$ cat config.mk
export PLATFORM = sky130hd
export DESIGN_NAME = load_store_unit
export DESIGN_NICKNAME = d
export VERILOG_FILES = /design/src/rtl/load_store_unit.sv
export SDC_FILE = /design/constraint.sdc
export NUM_CORES = 1
export LEC_CHECK = 0
export BUFFER_PORTS_ARGS = -buffer_cell sky130_fd_sc_hd__buf_4
export CORE_MARGIN = 10
export CORE_UTILIZATION = 40
export DETAILED_ROUTE_END_ITERATION = 7
export PLACE_DENSITY = 0.76
export RECOVER_POWER = 50
export SYNTH_ARGS = -nofsm -noshare
export SYNTH_HDL_FRONTEND = slang
export SYNTH_SLANG_ARGS = --single-unit
$ cat constraint.sdc
create_clock -name clk -period 2.5 [get_ports clk]
set_input_delay 0.5 -clock clk [delete_from_list [all_inputs] [get_ports clk]]
set_output_delay 0.5 -clock clk [all_outputs]
set_load 0.01 [all_outputs]
$ cat src/rtl/load_store_unit.sv
// load_store_unit: single req/ack data-memory access stage with byte-lane alignment,
// load extension, misalignment/illegal-op detection and request timeout.
module load_store_unit #(
    parameter int TIMEOUT = 64
) (
    input  logic        clk,
    input  logic        rst_n,
    input  logic        start,
    input  logic        is_store,
    input  logic [2:0]  funct3,
    input  logic [31:0] addr,
    input  logic [31:0] store_data,
    output logic        mem_req,
    output logic        mem_we,
    output logic [31:0] mem_addr,
    output logic [31:0] mem_wdata,
    output logic [3:0]  mem_be,
    input  logic [31:0] mem_rdata,
    input  logic        mem_ack,
    output logic [31:0] load_data,
    output logic        done,
    output logic        busy,
    output logic        flag_error,
    output logic        flag_timeout
);
    typedef enum logic [1:0] {IDLE, REQ, DONE, ERR} state_t;
    state_t      state;
    logic [7:0]  cnt;
    logic [1:0]  off;
    logic [2:0]  f3;
    logic        bad;
    logic [3:0]  be;
    logic [31:0] wdata, sh, ext;
    always_comb begin
        bad = funct3 == 3'b011 || funct3[2:1] == 2'b11 || (is_store && funct3[2]) ||
              (funct3[1:0] == 2'b01 && addr[0]) || (funct3[1:0] == 2'b10 && addr[1:0] != 2'b00);
        be = funct3[1:0] == 2'b00 ? 4'b0001 << addr[1:0] :
             funct3[1:0] == 2'b01 ? (addr[1] ? 4'b1100 : 4'b0011) : 4'b1111;
        wdata = !is_store ? 32'h0 :
                funct3[1:0] == 2'b00 ? {4{store_data[7:0]}} :
                funct3[1:0] == 2'b01 ? {2{store_data[15:0]}} : store_data;
        // halfwords are aligned, so a byte-offset shift also covers the 16*addr[1] case
        sh = mem_rdata >> {off, 3'b000};
        ext = f3[1:0] == 2'b00 ? {{24{~f3[2] & sh[7]}}, sh[7:0]} :
              f3[1:0] == 2'b01 ? {{16{~f3[2] & sh[15]}}, sh[15:0]} : sh;
    end
    assign busy = state != IDLE;
    always_ff @(posedge clk or negedge rst_n) begin
        if (!rst_n) begin
            state        <= IDLE;
            cnt          <= '0;
            off          <= '0;
            f3           <= '0;
            mem_req      <= 1'b0;
            mem_we       <= 1'b0;
            mem_addr     <= '0;
            mem_wdata    <= '0;
            mem_be       <= '0;
            load_data    <= '0;
            done         <= 1'b0;
            flag_error   <= 1'b0;
            flag_timeout <= 1'b0;
        end else begin
            done         <= 1'b0;
            flag_error   <= 1'b0;
            flag_timeout <= 1'b0;
            case (state)
                IDLE: if (start) begin
                    if (bad) begin
                        state      <= ERR;
                        done       <= 1'b1;
                        flag_error <= 1'b1;
                    end else begin
                        state     <= REQ;
                        mem_req   <= 1'b1;
                        mem_we    <= is_store;
                        mem_addr  <= {addr[31:2], 2'b00};
                        mem_wdata <= wdata;
                        mem_be    <= be;
                        off       <= addr[1:0];
                        f3        <= funct3;
                    end
                end
                REQ: if (mem_ack || cnt == 8'(TIMEOUT - 1)) begin
                    state        <= DONE;
                    done         <= 1'b1;
                    flag_timeout <= !mem_ack;
                    cnt          <= '0;
                    mem_req      <= 1'b0;
                    mem_we       <= 1'b0;
                    mem_addr     <= '0;
                    mem_wdata    <= '0;
                    mem_be       <= '0;
                    if (mem_ack && !mem_we) load_data <= ext;
                end else begin
                    cnt <= cnt + 8'd1;
                end
                default: state <= IDLE;
            endcase
        end
    end
endmodule

==> results.sh, run 1 <==
export IMPL_port_buffers=207
export IMPL_yosys_warnings=0
export IMPL_worstPathRequired_ns=2.79
export IMPL_fmaxAchievable_ghz=0.488
export IMPL_clock_skew_ns=0.0102
export IMPL_cts_buffers=17
export IMPL_dpl_cell_area_um2=7240
export IMPL_path_clk_slew_ns=0.05
export IMPL_grt_overflow=0
export IMPL_slew_violations=0
export IMPL_wl_per_cell_um=20.1
export IMPL_die_area_um2=18800
export IMPL_power_leakage_nw=3.56
export IMPL_grt_pass1_vias=5191
export IMPL_remaining_drc_errors=0
export IMPL_start_util_pct=41.2
export IMPL_worstHoldPathType="in -> reg"
export IMPL_tightestPinTransition_ns=1.05
export IMPL_syn_inst=501
export IMPL_grt_first_pass_wirelength_mm=27.5
export IMPL_netlist_cell_type_count=44
export IMPL_cts_tree="yes"
export IMPL_hold_viol_final=0
export IMPL_crit_fanout=67
export IMPL_clockBufferDepth=2
export IMPL_period_minus_slack_ns=2.05
export IMPL_avgSynthCellArea_um2=11.0
export IMPL_vias=4887
export IMPL_p_per_area_nw_per_um2=1170
export IMPL_yosys_cell_count_top_type="dfrtp_1"
export IMPL_rows=42
export IMPL_core_area_um2=13300
export IMPL_grt_start_max_net_pins=103
export IMPL_synth_async_sr_flop_share_pct=100
export IMPL_arrival_ns=2.34
export IMPL_rsz0062_at_grt="false"
export IMPL_dp_hpwl_mm=13.0
export IMPL_period_share_pct=81.9
export IMPL_dominantRegCellSynth="dfrtp_1"
export IMPL_outcome="finished clean"
export IMPL_crit_path_start_kind="register"
export IMPL_final_antenna_net_count=0
export IMPL_pre_cts_slack_ns=0.195
export IMPL_yosysSeqAreaShare_pct=53.7
export IMPL_via_per_inst=5.52
export IMPL_finalPower_mw=8.90
export IMPL_cap_violations=0
export IMPL_antenna_found_initial=0
export IMPL_postRouteWirelength_mm=17.8
export IMPL_antenna_cells=0
export IMPL_cts_resized_gates=0
export IMPL_synthTopCellsByCount="dfrtp_1, o21ai_0, a22o_1"
export IMPL_rr_worst_depth=6
export IMPL_vdd_drop_max_mv=0.503
export IMPL_ys_ff_latch=118
export IMPL_hold_depth=2
export IMPL_cts_setup_buffers=0
export IMPL_syn2layout_area_growth_pct=37.8
export IMPL_synth_top_cell_area_share_pct=53.7
export IMPL_synth_edf_count=0
export IMPL_cts_root_buffer="clkbuf_16"
export IMPL_gp_congestion=0.837
export IMPL_fin_hold_ws_ns=0.314
export IMPL_setup_violations=0
export IMPL_setup_tns_ns=0
export IMPL_n_fill_cell=1175
export IMPL_netlist_area_um2=5500
export IMPL_max_slew_margin_rel_pct=30.3
export IMPL_crit_path_end_kind="register"
export IMPL_grt_usage_pct=18.4
export IMPL_insertion_delay_ns=0.41
export IMPL_cts_hold_buffers=1
export IMPL_drt_initial_drc_count=320
export IMPL_die_h_um=137
export IMPL_cts_num_sinks=118
export IMPL_criticalPathCategory="reg -> reg"
export IMPL_drive_gt1_share_pct=30.6
export IMPL_final_area_um2=7570
export IMPL_worst_slack_ns=0.453
export IMPL_yosys_area_top_type="dfrtp_1"
export IMPL_io_pins=210
export IMPL_nets=804
export IMPL_ys_top_cells_by_area="dfrtp_1, a22o_1, mux2i_1, o21ai_0, o2bb2ai_1"
export IMPL_htreeDepth=4
export IMPL_die_x_um=137
export IMPL_firstDrtPassIters=4
==> sequential cells by signal (all words and copies together), names as in the netlist <==
name          count
f3                3
mem_be            4
cnt               8
flag_timeout      1
mem_addr         30
done              1
mem_req           1
off               2
load_data        32
flag_error        1
mem_wdata        32
state             2
mem_we            1
==> stage by stage <==
stage,util [%],std cells
floorplan,-,502
global placement,54.2,855
detailed placement,54.2,855
CTS,58.2,885
global route,56.7,885
finish,56.7,885
==> cells in the final DEF (no fill, tap or decap), types with 3 or more instances in the layout <==
cell	netlist	final
a211oi_1	7	7
a21o_1	5	5
a21oi_1	24	24
a22o_1	50	50
a22oi_1	8	8
buf_12	0	3
buf_4	3	167
clkbuf_1	25	55
clkbuf_16	0	17
clkbuf_8	0	4
clkinv_2	0	3
dfrtp_1	118	118
inv_1	3	3
mux2_2	12	12
mux2i_1	40	40
nand2_1	19	19
nand3_1	3	3
nor2_1	26	26
nor2b_1	11	11
nor3_1	15	14
o21ai_0	59	59
o2bb2ai_1	23	23
or2_2	5	5
xnor2_1	3	3
==> power by group <==
part | total (mW) | leakage, nW | internal, mW | switching, mW
Clock | 2.15 | 0.255 | 1.35 | 0.804
Combinational | 3.57 | 1.80 | 1.59 | 1.98
Sequential | 3.18 | 1.51 | 2.63 | 0.547
==> routing by layer <==
metal,up-vias,GRT usage [%],wire length (um)
met2,206,30.2,8670
met5,-,0,0
li1,2244,-,-
met1,2418,21.5,7090
met3,19,7.65,1830
met4,0,5.85,168
==> path summary, 6_finish.rpt <==
check	from	to	slack, ns
worst max-delay path	cnt[0]	mem_wdata[6]	0.45
worst min-delay path	addr[20]	mem_addr[20]	0.31
worst max register to register	cnt[0]	mem_wdata[6]	0.45
worst min register to register	mem_wdata[21]	mem_wdata[21]	0.49
max in group asynchronous	rst_n	load_data[1]	0.61
min in group asynchronous	rst_n	load_data[30]	0.80
==> critical path, cell delays in order (launching register included) <==
cell	delay, ns
dfrtp_1	0.41
ha_1	0.25
nand2_1	0.12
o311ai_0	0.40
o211ai_1	0.22
buf_12	0.24
a22o_1	0.26
==> cells by family (layout without fill, tap and decap cells) <==
logic type | count (synthesis) | after routing | synth area share, %
multiplexers | 53 | 53 | 10.2
AO/OA/AOI/OAI | 187 | 187 | 23.5
other | 1 | 2 | 0.0682
buffers and inverters | 47 | 254 | 3.67
AND/OR/NAND/NOR | 90 | 90 | 8.04
flip-flops | 118 | 118 | 53.7
adder cells (fa/ha/maj) | 1 | 1 | 0.228
XOR/XNOR | 4 | 4 | 0.638
==> cell type report <==
cell class | instances | area [um2] | share of cell area, %
sequential | 118 | 2950 | 39.0
clock inverter | 4 | 22.5 | 0.297
timing repair buffer | 222 | 1520 | 20.0
inverter | 3 | 11.3 | 0.149
multi-input combinational | 337 | 2360 | 31.1
tap | 176 | 220 | 2.91
clock buffer | 25 | 495 | 6.54
Power figures use the tool's default switching activity.
==> run 2, diff against run 1 <==
--- a/config.mk
+++ b/config.mk
@@ -9,7 +9,7 @@
 export CORE_MARGIN = 10
 export CORE_UTILIZATION = 40
 export DETAILED_ROUTE_END_ITERATION = 7
-export PLACE_DENSITY = 0.76
+export PLACE_DENSITY = 0.79
 export RECOVER_POWER = 50
 export SYNTH_ARGS = -nofsm -noshare
 export SYNTH_HDL_FRONTEND = slang
==> constraint.sdc (replaced) <==
create_clock -name clk -period 1.75 [get_ports clk]
set_input_delay 0.35 -clock clk [delete_from_list [all_inputs] [get_ports clk]]
set_output_delay 0.35 -clock clk [all_outputs]
set_load 0.01 [all_outputs]
==> results.sh, run 2 (same netlist as run 1, synthesis figures left out) <==
export IMPL_power_leakage_nw=3.91
export IMPL_nets=843
export IMPL_final_cell_mix="buf_4, dfrtp_1, o21ai_0"
export IMPL_grt_pass1_vias=5548
export IMPL_placed_cells=884
export IMPL_max_slew_margin_rel_pct=60.6
export IMPL_period_minus_slack_ns=1.79
export IMPL_arrival_ns=2.08
export IMPL_core_area_um2=13300
export IMPL_worstHoldStart="addr[18]"
export IMPL_cts_root_buffer="clkbuf_16"
export IMPL_worstPathRequired_ns=2.03
export IMPL_ff_latch_area_um2=2950
export IMPL_p_per_area_nw_per_um2=1700
export IMPL_die_h_um=137
export IMPL_timing_critical_path_slowest_stage_cell="dfrtp_1"
export IMPL_postRouteWirelength_mm=19.2
export IMPL_port_buffers=207
export IMPL_critPathLaunch="cnt[1]"
export IMPL_path_clk_slew_ns=0.06
export IMPL_criticalPathCategory="reg -> reg"
export IMPL_firstDrtPassIters=5
export IMPL_antenna_found_initial=0
export IMPL_cts_num_sinks=118
export IMPL_setup_violations=31
export IMPL_insertion_delay_ns=0.40
export IMPL_utilization_pct=61.1
export IMPL_cap_violations=0
export IMPL_stdcell_count=927
export IMPL_multi_input_area_um2=2420
export IMPL_die_x_um=137
export IMPL_die_area_um2=18800
export IMPL_n_fill_cell=1115
export IMPL_cts_tree="yes"
export IMPL_period_share_pct=102
export IMPL_mostFrequentLayoutCell="buf_4"
export IMPL_clock_skew_ns=0.00900
export IMPL_vias=5184
export IMPL_wl_per_cell_um=20.7
export IMPL_io_pins=210
export IMPL_clockBufferDepth=2
export IMPL_drt_initial_drc_count=339
export IMPL_antenna_cells=0
export IMPL_cts_buffers=17
export IMPL_grt_usage_pct=20.2
export IMPL_crit_path_end_kind="register"
export IMPL_outcome="complete, but fails checks"
export IMPL_fin_hold_ws_ns=0.169
export IMPL_dp_hpwl_mm=13.6
export IMPL_htreeDepth=4
export IMPL_fmaxAchievable_ghz=0.558
export IMPL_crit_fanout=33
export IMPL_worst_slack_ns=-0.0433
export IMPL_finalPower_mw=13.8
export IMPL_drive_gt1_share_pct=38.7
export IMPL_worstHoldPathType="in -> reg"
export IMPL_via_per_inst=5.59
export IMPL_crit_path_start_kind="register"
export IMPL_final_area_um2=8160
export IMPL_slew_violations=0
export IMPL_grt_start_max_net_pins=49
export IMPL_grt_first_pass_wirelength_mm=30.1
export IMPL_worstPathCellList="ha_4 -> nand2_4 -> o311ai_4 -> o211ai_1 -> buf_4 -> clkbuf_16 -> a22o_1"
export IMPL_vdd_drop_max_mv=0.769
export IMPL_pre_cts_slack_ns=-0.257
export IMPL_failed_checks="negative setup slack"
export IMPL_grt_overflow=0
export IMPL_largestRegisters="load_data: 32 flops, mem_wdata: 32 flops, mem_addr: 30 flops"
export IMPL_hold_viol_final=0
export IMPL_tightestPinTransition_ns=0.591
export IMPL_syn2layout_area_growth_pct=48.4
export IMPL_reg2reg_from="cnt[1]"
export IMPL_dpl_cell_area_um2=7530
export IMPL_final_antenna_net_count=0
export IMPL_setup_tns_ns=-0.704
export IMPL_rows=42
export IMPL_gp_congestion=0.886
export IMPL_rsz0062_at_grt="true"
export IMPL_critPathMaxStageDelay_ns=0.39
export IMPL_start_util_pct=41.2
export IMPL_remaining_drc_errors=0
-- run 2: changes by cell type in the layout (fill, tap and decap cells not counted), moves of 3 or more --
cell | previous run | this run
clkbuf_8 | 4 | 0
buf_6 | 0 | 5
clkbuf_1 | 55 | 30
buf_4 | 167 | 213
clkinv_4 | 0 | 4
buf_12 | 3 | 6
-- run 2: worst paths after layout --
check / depth (start not counted) / endpoint / slack, ns
worst min register to register: 1 / mem_wdata[15] / 0.49
worst max-delay path: 7 / mem_addr[31] / -0.04
worst max register to register: 7 / mem_addr[31] / -0.04
max in group asynchronous: 3 / off[1] / 0.25
worst min-delay path: 2 / mem_addr[18] / 0.17
min in group asynchronous: 2 / load_data[26] / 0.48
-- run 2: power by group --
group          total, mW  internal, mW  leakage [nW]  switching [mW]
Combinational       5.94          2.84          2.13            3.11
Sequential          4.51          3.76          1.50           0.751
Clock               3.39          2.10         0.279            1.29
Total               13.8          8.70          3.91            5.14
-- run 2: area by class of cell --
type / count / share of cell area (%)
clock inverter: 15 / 1.90
clock buffer: 17 / 5.22
inverter: 3 / 0.138
tap: 176 / 2.70
sequential: 118 / 36.2
multi-input combinational: 337 / 29.6
timing repair buffer: 261 / 24.2
-- run 2: worst max-delay path: cells and delay by family, from the launching register on --
kind,cells,cell delay (ns)
AOI/OAI and AO/OA,3,0.64
adders and majority gates,1,0.17
buffers and inverters,2,0.40
DFF,1,0.39
and+or+nand+nor,1,0.05
-- run 2: what timing repair did --
item                                   in CTS  in global routing
setup buffers                               6                  4
setup endpoints to repair                  60                 83
cloned                                      4                  0
resized for setup                          13                 16
pin swaps                                   5                  7
hold buffers                                1                  0
endpoints found under the hold margin      19                  0
-- run 2: per-layer routing --
| layer | up-vias | GRT usage [%] | part of all wire, % |
|---|---|---|---|
| met3 | 28 | 7.57 | 9.7 |
| li1 | 2338 | - | - |
| met5 | - | 0 | 0 |
| met1 | 2563 | 23.5 | 39 |
| met2 | 255 | 33.3 | 50 |
| met4 | 0 | 7.14 | 1.5 |
==> run 3, diff against run 2 <==
--- a/config.mk
+++ b/config.mk
@@ -11,6 +11,7 @@
 export DETAILED_ROUTE_END_ITERATION = 7
 export PLACE_DENSITY = 0.79
 export RECOVER_POWER = 50
+export REMOVE_ABC_BUFFERS = 1
 export SYNTH_ARGS = -nofsm -noshare
 export SYNTH_HDL_FRONTEND = slang
 export SYNTH_SLANG_ARGS = --single-unit
==> results.sh, run 3 (same netlist as run 1, synthesis figures left out) <==
export IMPL_wl_per_cell_um=19.9
export IMPL_p_per_area_nw_per_um2=1710
export IMPL_die_area_um2=18800
export IMPL_core_area_um2=13300
export IMPL_largestRegisters="load_data: 32 flops, mem_wdata: 32 flops, mem_addr: 30 flops"
export IMPL_final_antenna_net_count=0
export IMPL_cts_num_sinks=118
export IMPL_utilization_pct=61.4
export IMPL_grt_overflow=0
export IMPL_hold_viol_final=0
export IMPL_gp_congestion=0.839
export IMPL_insertion_delay_ns=0.41
export IMPL_fmaxAchievable_ghz=0.537
export IMPL_final_cell_mix="buf_4, dfrtp_1, o21ai_0"
export IMPL_grtUsageMet3_pct=5.79
export IMPL_tightestPinTransition_ns=1.59
export IMPL_setup_violations=62
export IMPL_crit_path_start_kind="register"
export IMPL_failed_checks="max-capacitance violations, max-slew violations, negative setup slack"
export IMPL_rows=42
export IMPL_period_share_pct=106
export IMPL_arrival_ns=2.15
export IMPL_worst_slack_ns=-0.113
export IMPL_syn2layout_area_growth_pct=49.0
export IMPL_cts_buffers=17
export IMPL_cap_violations=1
export IMPL_cts_tree="yes"
export IMPL_period_minus_slack_ns=1.86
export IMPL_outcome="complete, but fails checks"
export IMPL_criticalPathCategory="reg -> reg"
export IMPL_via_per_inst=5.43
export IMPL_drt_initial_drc_count=294
export IMPL_setup_tns_ns=-4.39
export IMPL_firstDrtPassIters=4
export IMPL_placed_cells=882
export IMPL_power_leakage_nw=3.95
export IMPL_finalPower_mw=14.0
export IMPL_port_buffers=207
export IMPL_dp_hpwl_mm=12.6
export IMPL_drive_gt1_share_pct=39.1
export IMPL_slew_violations=119
export IMPL_grt_first_pass_wirelength_mm=28.0
export IMPL_grt_start_max_net_pins=119
export IMPL_remaining_drc_errors=0
export IMPL_clock_skew_ns=0.00912
export IMPL_mostFrequentLayoutCell="buf_4"
export IMPL_worstPathRequired_ns=2.04
export IMPL_cts_root_buffer="clkbuf_16"
export IMPL_final_area_um2=8190
export IMPL_nets=844
export IMPL_grt_usage_pct=18.8
export IMPL_grt_busiest_layer="met2"
export IMPL_io_pins=210
export IMPL_postRouteWirelength_mm=18.4
export IMPL_die_h_um=137
export IMPL_antenna_found_initial=0
export IMPL_dpl_cell_area_um2=7480
export IMPL_fin_hold_ws_ns=0.166
export IMPL_crit_path_end_kind="register"
export IMPL_rsz0062_at_grt="true"
export IMPL_path_clk_slew_ns=0.05
export IMPL_htreeDepth=4
export IMPL_start_util_pct=41.2
export IMPL_use_met1_pct=22.6
export IMPL_stdcell_count=925
export IMPL_max_slew_margin_rel_pct=-6.29
export IMPL_vdd_drop_max_mv=0.817
export IMPL_worstHoldPathType="in -> reg"
export IMPL_reg2reg_slack_ns=-0.11
export IMPL_crit_fanout=8
export IMPL_use_met2_pct=30.9
export IMPL_vias=5024
export IMPL_grt_pass1_vias=5316
export IMPL_die_x_um=137
export IMPL_antenna_cells=0
export IMPL_pre_cts_slack_ns=-0.254
export IMPL_clockBufferDepth=2
[run 3: cell types whose count changed in the layout (fill, tap and decap cells not counted), moves of 2 or more]
cell        previous run  this run
inv_6                  2         0
buf_4                213       223
clkbuf_2               2         0
clkinv_4               4         0
nor3_2                 3         1
buf_6                  5         7
nor3_1                12        14
clkinvlp_4             3         0
clkbuf_1              30        25
clkbuf_8               0         2
[run 3: worst paths after layout]
kind	from	endpoint	cells past startpoint
max	cnt[6]	mem_addr[26]	6
min	addr[30]	mem_addr[30]	2
max reg2reg	cnt[6]	mem_addr[26]	6
min reg2reg	mem_wdata[15]	mem_wdata[15]	1
max in group asynchronous	rst_n	mem_addr[25]	2
min in group asynchronous	rst_n	load_data[30]	2
[run 3: power breakdown]
part	switching [mW]	internal, mW
sequential	0.708	3.76
combinational	3.14	3.09
clock	1.13	2.14
total	4.98	8.99
[run 3: what timing repair did]
| item | 4_1_cts | 5_1_grt |
|---|---|---|
| hold buffers | 0 | 0 |
| gates cloned | 4 | 3 |
| setup buffers | 7 | 4 |
| endpoints found under the setup margin | 66 | 69 |
| pin swaps | 7 | 16 |
| resized for setup | 10 | 23 |
[run 3: cell type report]
class | count | area, um2
well taps | 176 | 220
fillers | 1117 | 5160
multi-input cells | 337 | 2410
inverters | 3 | 11.3
flip-flops and latches | 118 | 2950
clock buffers | 24 | 472
repair buffers | 262 | 2050
clock inverters | 5 | 75.1
[run 3: metal layers]
metal / part of all wire [%] / up-vias / wire, um
li1: - / 2319 / -
met1: 41 / 2462 / 7520
met2: 49 / 204 / 9080
met3: 7.4 / 39 / 1360
met4: 2.6 / 0 / 485
met5: 0 / - / 0
[run 3: critical path, stage by stage (launching register included)]
cell and delay (ns):
dfrtp_1 0.38, or2_4 0.27, o311ai_4 0.28, o211ai_1 0.21
buf_6 0.22, clkbuf_16 0.17, a22o_1 0.19
